[config.mk]
export PLATFORM = sky130hd
export DESIGN_NAME = icache_refill_unit_flat
export DESIGN_NICKNAME = d
export VERILOG_FILES = /design/src/rtl/icache_refill_unit_if.sv /design/src/rtl/icache_refill_unit.sv /design/src/flat_wrapper.sv
export SDC_FILE = /design/constraint.sdc
export NUM_CORES = 1
export LEC_CHECK = 0
export CORE_ASPECT_RATIO = 0.7
export CORE_MARGIN = 4
export CORE_UTILIZATION = 50
export CTS_CLUSTER_DIAMETER = 80
export DETAILED_ROUTE_END_ITERATION = 6
export GPL_ROUTABILITY_DRIVEN = 0
export PLACE_DENSITY = 0.86
export SLEW_MARGIN = 10
export SYNTH_ARGS = -nofsm -noshare
export SYNTH_HDL_FRONTEND = slang
export SYNTH_SLANG_ARGS = --single-unit
[constraint.sdc]
create_clock -name clock -period 2.1 [get_ports clock]
set_input_delay 0.525 -clock clock [delete_from_list [all_inputs] [get_ports clock]]
set_output_delay 0.525 -clock clock [all_outputs]
set_load 0.02 [all_outputs]
[src/rtl/icache_refill_unit_if.sv]
// Word-wide instruction memory read bus.
// master: refill unit, slave: memory.
interface icache_refill_unit_if #(
  parameter int ADDR_W = 32
);
  logic              rd;
  logic [ADDR_W-1:0] addr;
  logic              ack;
  logic [31:0]       rdata;

  modport master (
    output rd,
    output addr,
    input  ack,
    input  rdata
  );

  modport slave (
    input  rd,
    input  addr,
    output ack,
    output rdata
  );
endinterface

[src/rtl/icache_refill_unit.sv]
// I-cache line refill: fetches a full line beat by beat,
// forwards the missed word early and stalls fetch meanwhile.
module icache_refill_unit #(
  parameter int WORDS_PER_LINE = 4,
  parameter int ADDR_W         = 32
) (
  input  logic                           clock,
  input  logic                           reset,
  input  logic                           miss_req,
  input  logic [ADDR_W-1:0]              miss_addr,
  icache_refill_unit_if.master           mem,
  output logic                           line_valid,
  output logic [ADDR_W-1:0]              line_addr,
  output logic [WORDS_PER_LINE*32-1:0]   line_data,
  output logic                           fwd_valid,
  output logic [31:0]                    fwd_word,
  output logic                           stall
);
  localparam int BW = $clog2(WORDS_PER_LINE);
  localparam int LW = WORDS_PER_LINE * 32;
  localparam logic [BW-1:0] LAST = BW'(WORDS_PER_LINE - 1);
  localparam logic [ADDR_W-1:0] OFS_MASK =
    ADDR_W'(WORDS_PER_LINE * 4 - 1);

  localparam logic [1:0] IDLE  = 2'd0;
  localparam logic [1:0] FETCH = 2'd1;
  localparam logic [1:0] DONE  = 2'd2;

  logic [1:0]        state;
  logic [BW-1:0]     beat;
  logic [BW-1:0]     crit;
  logic [ADDR_W-1:0] base;
  logic [LW-1:0]     buf_q;
  logic [LW-1:0]     merged;
  logic              fetch;

  assign fetch = (state == FETCH);

  // Partial line with the arriving beat already folded in;
  // on the last beat this is the complete line.
  always_comb begin
    merged = buf_q;
    merged[32*beat +: 32] = mem.rdata;
  end

  // Memory request and status outputs decoded from state.
  always_comb begin
    mem.rd     = fetch;
    mem.addr   = '0;
    if (fetch)
      mem.addr = base + ADDR_W'({beat, 2'b00});
    stall      = (state != IDLE);
    line_valid = (state == DONE);
  end

  // Refill sequencer: latch miss, collect beats, publish line.
  always_ff @(posedge clock) begin
    if (reset) begin
      state     <= IDLE;
      beat      <= '0;
      crit      <= '0;
      base      <= '0;
      buf_q     <= '0;
      line_data <= '0;
      line_addr <= '0;
      fwd_valid <= 1'b0;
      fwd_word  <= '0;
    end else begin
      fwd_valid <= 1'b0;
      unique case (state)
        IDLE: begin
          if (miss_req) begin
            base  <= miss_addr & ~OFS_MASK;
            crit  <= miss_addr[BW+1:2];
            beat  <= '0;
            state <= FETCH;
          end
        end
        FETCH: begin
          if (mem.ack) begin
            buf_q <= merged;
            if (beat == crit) begin
              fwd_valid <= 1'b1;
              fwd_word  <= mem.rdata;
            end
            if (beat == LAST) begin
              line_data <= merged;
              line_addr <= base;
              state     <= DONE;
            end else begin
              beat <= beat + 1'b1;
            end
          end
        end
        DONE: state <= IDLE;
        default: state <= IDLE;
      endcase
    end
  end
endmodule

[src/flat_wrapper.sv]
// flat-port wrapper written by rule: the top's interface ports become plain ports
module icache_refill_unit_flat 
#(
  parameter int WORDS_PER_LINE = 4,
  parameter int ADDR_W         = 32
)
  (clock, reset, miss_req, miss_addr, line_valid, line_addr, line_data, fwd_valid, fwd_word, stall, mem_rd, mem_addr, mem_ack, mem_rdata);
  icache_refill_unit_if #(.ADDR_W(ADDR_W)) mem_i ();
  input  logic clock;
  input  logic reset;
  input  logic miss_req;
  input  logic [ADDR_W-1:0] miss_addr;
  output logic line_valid;
  output logic [ADDR_W-1:0] line_addr;
  output logic [WORDS_PER_LINE*32-1:0] line_data;
  output logic fwd_valid;
  output logic [31:0] fwd_word;
  output logic stall;
  output wire logic [$bits(mem_i.rd)-1:0] mem_rd;
  output wire logic [$bits(mem_i.addr)-1:0] mem_addr;
  input wire logic [$bits(mem_i.ack)-1:0] mem_ack;
  input wire logic [$bits(mem_i.rdata)-1:0] mem_rdata;
  assign mem_rd = mem_i.rd;
  assign mem_addr = mem_i.addr;
  assign mem_i.ack = mem_ack;
  assign mem_i.rdata = mem_rdata;
  icache_refill_unit #(.WORDS_PER_LINE(WORDS_PER_LINE), .ADDR_W(ADDR_W)) u_core (.clock(clock), .reset(reset), .miss_req(miss_req), .miss_addr(miss_addr), .mem(mem_i), .line_valid(line_valid), .line_addr(line_addr), .line_data(line_data), .fwd_valid(fwd_valid), .fwd_word(fwd_word), .stall(stall));
endmodule
==> flow_metrics.py <==
metrics = {
    "layout": {
        "layout-drive-gt1-share": 0.09861,
        "nFillCells": 1954,
        "finalNetCount": 1855,
        "area_delta_synth_final_pct": 33.98,
        "final_util": 0.6845,
    },
    "clocking": {
        "tritoncts": "done",
        "cts_buffer_depth": 3,
        "cts.sinks": 319,
        "path_clk_slew_ns": 0.06,
        "cts_root_buf": "clkbuf_16",
        "htreeDepth": 1,
        "cts_made_buffers": 30,
        "clk_latency_ns": 0.55,
        "ctsHoldBuffers": 0,
    },
    "worst_setup_path": {
        "cp-end-kind": "output port",
        "worstRegToRegCells": 6,
        "cp_cell_sequence": "nor2b_4 -> buf_6 -> clkbuf_16 -> and2_4 -> buf_6",
        "critPathKind": "flop to output port",
        "path_common_cell": "buf_6",
        "r2r-end": "u_core.line_data[38]",
        "critical-path-top-delay-family": "buffers and inverters",
        "worst_ep_required_time_ns": 1.57,
        "r2r_slack_ns": 0.17,
        "critical_path_buf_inv_count": 3,
        "cp.arrival_ns": 1.61,
        "max_stage_delay_ns": 0.32,
        "r2r_start": "u_core.beat[0]",
        "path_depth": 5,
        "cp-endpoint": "mem_addr[25]",
        "cp-start-kind": "flop",
        "cp_max_fo": 8,
        "cp_slowest_cell": "dfxtp_2",
        "crit_path_start": "u_core.state[0]",
    },
    "run": {
        "maxCapViolations": 0,
    },
    "timing": {
        "max_clock_freq_mhz": 469.2,
        "tightest_slew_ns": 0.5344,
        "fin_skew_ns": 0.01256,
        "finalCritPeriodShare": 1.015,
        "setup_viol": 16,
        "finalMaxSlewViolations": 0,
        "hold_viol_final": 0,
        "post-route-min-period_ns": 2.131,
        "max_slew_margin": 0.6426,
        "rsz0062_at_grt": "yes",
        "setup_ws_ns": -0.03124,
        "setup_tns_ns": -0.2589,
    },
    "drt": {
        "drt_pass1_iterations": 5,
        "drcViolationCount": 0,
        "drtIter0Drc": 1087,
        "routedWlPerCell_microns": 18.38,
        "vias": 12180,
        "ant_nets": 0,
        "wl_mm": 39.76,
        "avgViaCountPerCell": 5.630,
    },
    "global_route": {
        "grt_overflow": 0,
        "grt_usage": 0.2577,
        "grt_max_degree": 69,
        "grt_first_pass_wirelength_mm": 62.07,
        "grt_antenna_before_repair": 1,
        "grt_pass1_vias": 11660,
    },
    "synthesis": {
        "synthCells": 1582,
        "synth_top_area_frac": 0.4843,
        "synth_flop_cell": "dfxtp_1",
        "yosys_warnings": 0,
        "synthTopCellsByArea": "dfxtp_1 (48%), a311oi_1 (6.3%), nand2_1 (6.1%)",
        "syn-cell-area_sq_mm": 0.01319,
        "avgSynthCellArea_sq_um": 8.336,
        "async_flop_share": 0,
        "ys_seq_elements": 319,
        "synth_edf_count": 0,
        "ys_types": 35,
        "synth.largest_area_cell": "dfxtp_1",
        "yosysSeqAreaShare": 0.4843,
    },
    "power": {
        "ir_drop_v": 0.0006263,
        "p_leak_nw": 6.487,
        "cellPowerDensity_mw_per_mm2": 719.3,
    },
    "hold_path": {
        "hp-class": "input pin to flop",
    },
    "floorplanning": {
        "ios": 296,
        "num_rows": 49,
        "core_area_sq_mm": 0.02581,
        "die_x_microns": 202.1,
        "dieArea_sq_mm": 0.02908,
        "initial_utilization": 0.5109,
        "die_y_microns": 143.9,
    },
    "placement": {
        "hpwl_mm": 26.01,
        "io_buffers": 287,
        "place_ws_ns": -0.08235,
    },
    "run_status": {
        "violations": "negative setup slack",
        "outcome": "complete, but fails checks",
    },
}
-- kinds of logic (layout without fill, tap and decap cells) --
family                     Yosys count  after routing  synth area share
AOI/OAI and AO/OA                  286            286            0.1458
and+or+nand+nor                    720            720            0.2682
DFF                                319            319            0.4843
xor gates and xnor gates             2              2          0.001329
muxes                               32             32           0.02429
other                                1              7         0.0002844
buffers and inverters              217            435           0.07106
adders and majority gates            5              5          0.004744
-- cells in the final DEF, fill, tap and decap left out, drive strengths merged, types with 91 or more instances in the layout --
master,synthesis,final
nand2,213,213
a311oi,96,96
nand3,131,131
clkdlybuf4s50,0,216
a21oi,155,155
nor2,97,97
dfxtp,319,319
buf,68,91
nand2b,98,98
-- worst min path at each step --
| stage | from | slack, ns | end | cells past startpoint |
|---|---|---|---|---|
| after floorplan | u_core.buf_q[0] | 0.43 | u_core.buf_q[0] | 2 |
| after global placement | u_core.buf_q[48] | 0.44 | u_core.buf_q[48] | 2 |
| after detailed placement | u_core.buf_q[47] | 0.44 | u_core.buf_q[47] | 2 |
| after CTS | reset | 0.39 | u_core.buf_q[10] | 2 |
| after global routing | reset | 0.42 | u_core.buf_q[9] | 2 |
| final | reset | 0.42 | u_core.buf_q[9] | 2 |
-- flip-flops by register name, summed over array words and instances (netlist names) --
| register | flops |
|---|---|
| u_core.beat | 2 |
| u_core.crit | 2 |
| u_core.fwd_valid | 1 |
| u_core.line_data | 128 |
| u_core.line_addr | 28 |
| u_core.fwd_word | 32 |
| u_core.state | 2 |
| u_core.base | 28 |
| u_core.buf_q | 96 |
-- cell type report --
class                   instances  area [sq um]  share of cell area
flip-flops and latches        319          6389              0.3616
multi-input cells            1051          5963              0.3375
repair buffers                345          3739              0.2116
clock buffers                  40         859.6             0.04865
well taps                     357         446.7             0.02528
clock inverters                15         137.6            0.007790
inverters                      35         131.4            0.007436
diodes                          1         2.502           0.0001416
-- power by group --
group | internal [W] | switching, W
Sequential | 0.00614 | 0.0000555
Clock | 0.00312 | 0.00233
Combinational | 0.000431 | 0.000626
Total | 0.00969 | 0.00301
-- synthesized netlist by cell type (11+ instances only) --
master	instances
o32ai_1	33
inv_1	35
nand2_1	213
a311oi_1	95
a21oi_1	155
nor2_1	97
nand2b_1	98
buf_2	44
and2_1	31
nor3_1	66
dfxtp_1	319
nor2b_1	66
mux2i_1	32
nand3_1	131
clkbuf_1	114
buf_1	11
-- worst reg2reg max path, stage by stage, from the launching register on --
cell and delay [ns]:
dfxtp_1 0.38, inv_1 0.11, ha_2 0.38, and3b_2 0.30
buf_4 0.29, a311oi_1 0.16, nor3_1 0.22
-- metal layers --
layer  track usage  vias up  share of wire
met2        0.4302      470           0.47
met5             0        -              0
met1        0.3352     5799           0.42
li1              -     5810              -
met3       0.05369       98          0.077
met4       0.09354        0          0.035
-- repair_timing --
| item | CTS | global route |
|---|---|---|
| cloned | 1 | 1 |
| hold endpoints to repair | 0 | 0 |
| pin swaps | 1 | 7 |
| buffers inserted | 2 | 0 |
| resized for setup | 208 | 48 |
| endpoints found under the setup margin | 40 | 61 |
-- through the flow --
step	area, sq um	hold WS [ns]	instances	total power (W)
6_report	17670	0.4166	2163	0.01271
5_1_grt	17670	0.4175	2163	0.01313
4_1_cts	17550	0.3909	2162	0.01277
3_5_place_dp	16460	0.4419	2104	0.007330
3_3_place_gp	16460	0.4370	2104	0.007306
2_1_floorplan	13210	0.4318	1587	0.006885
Note: power is estimated with default switching activity, not from simulation.
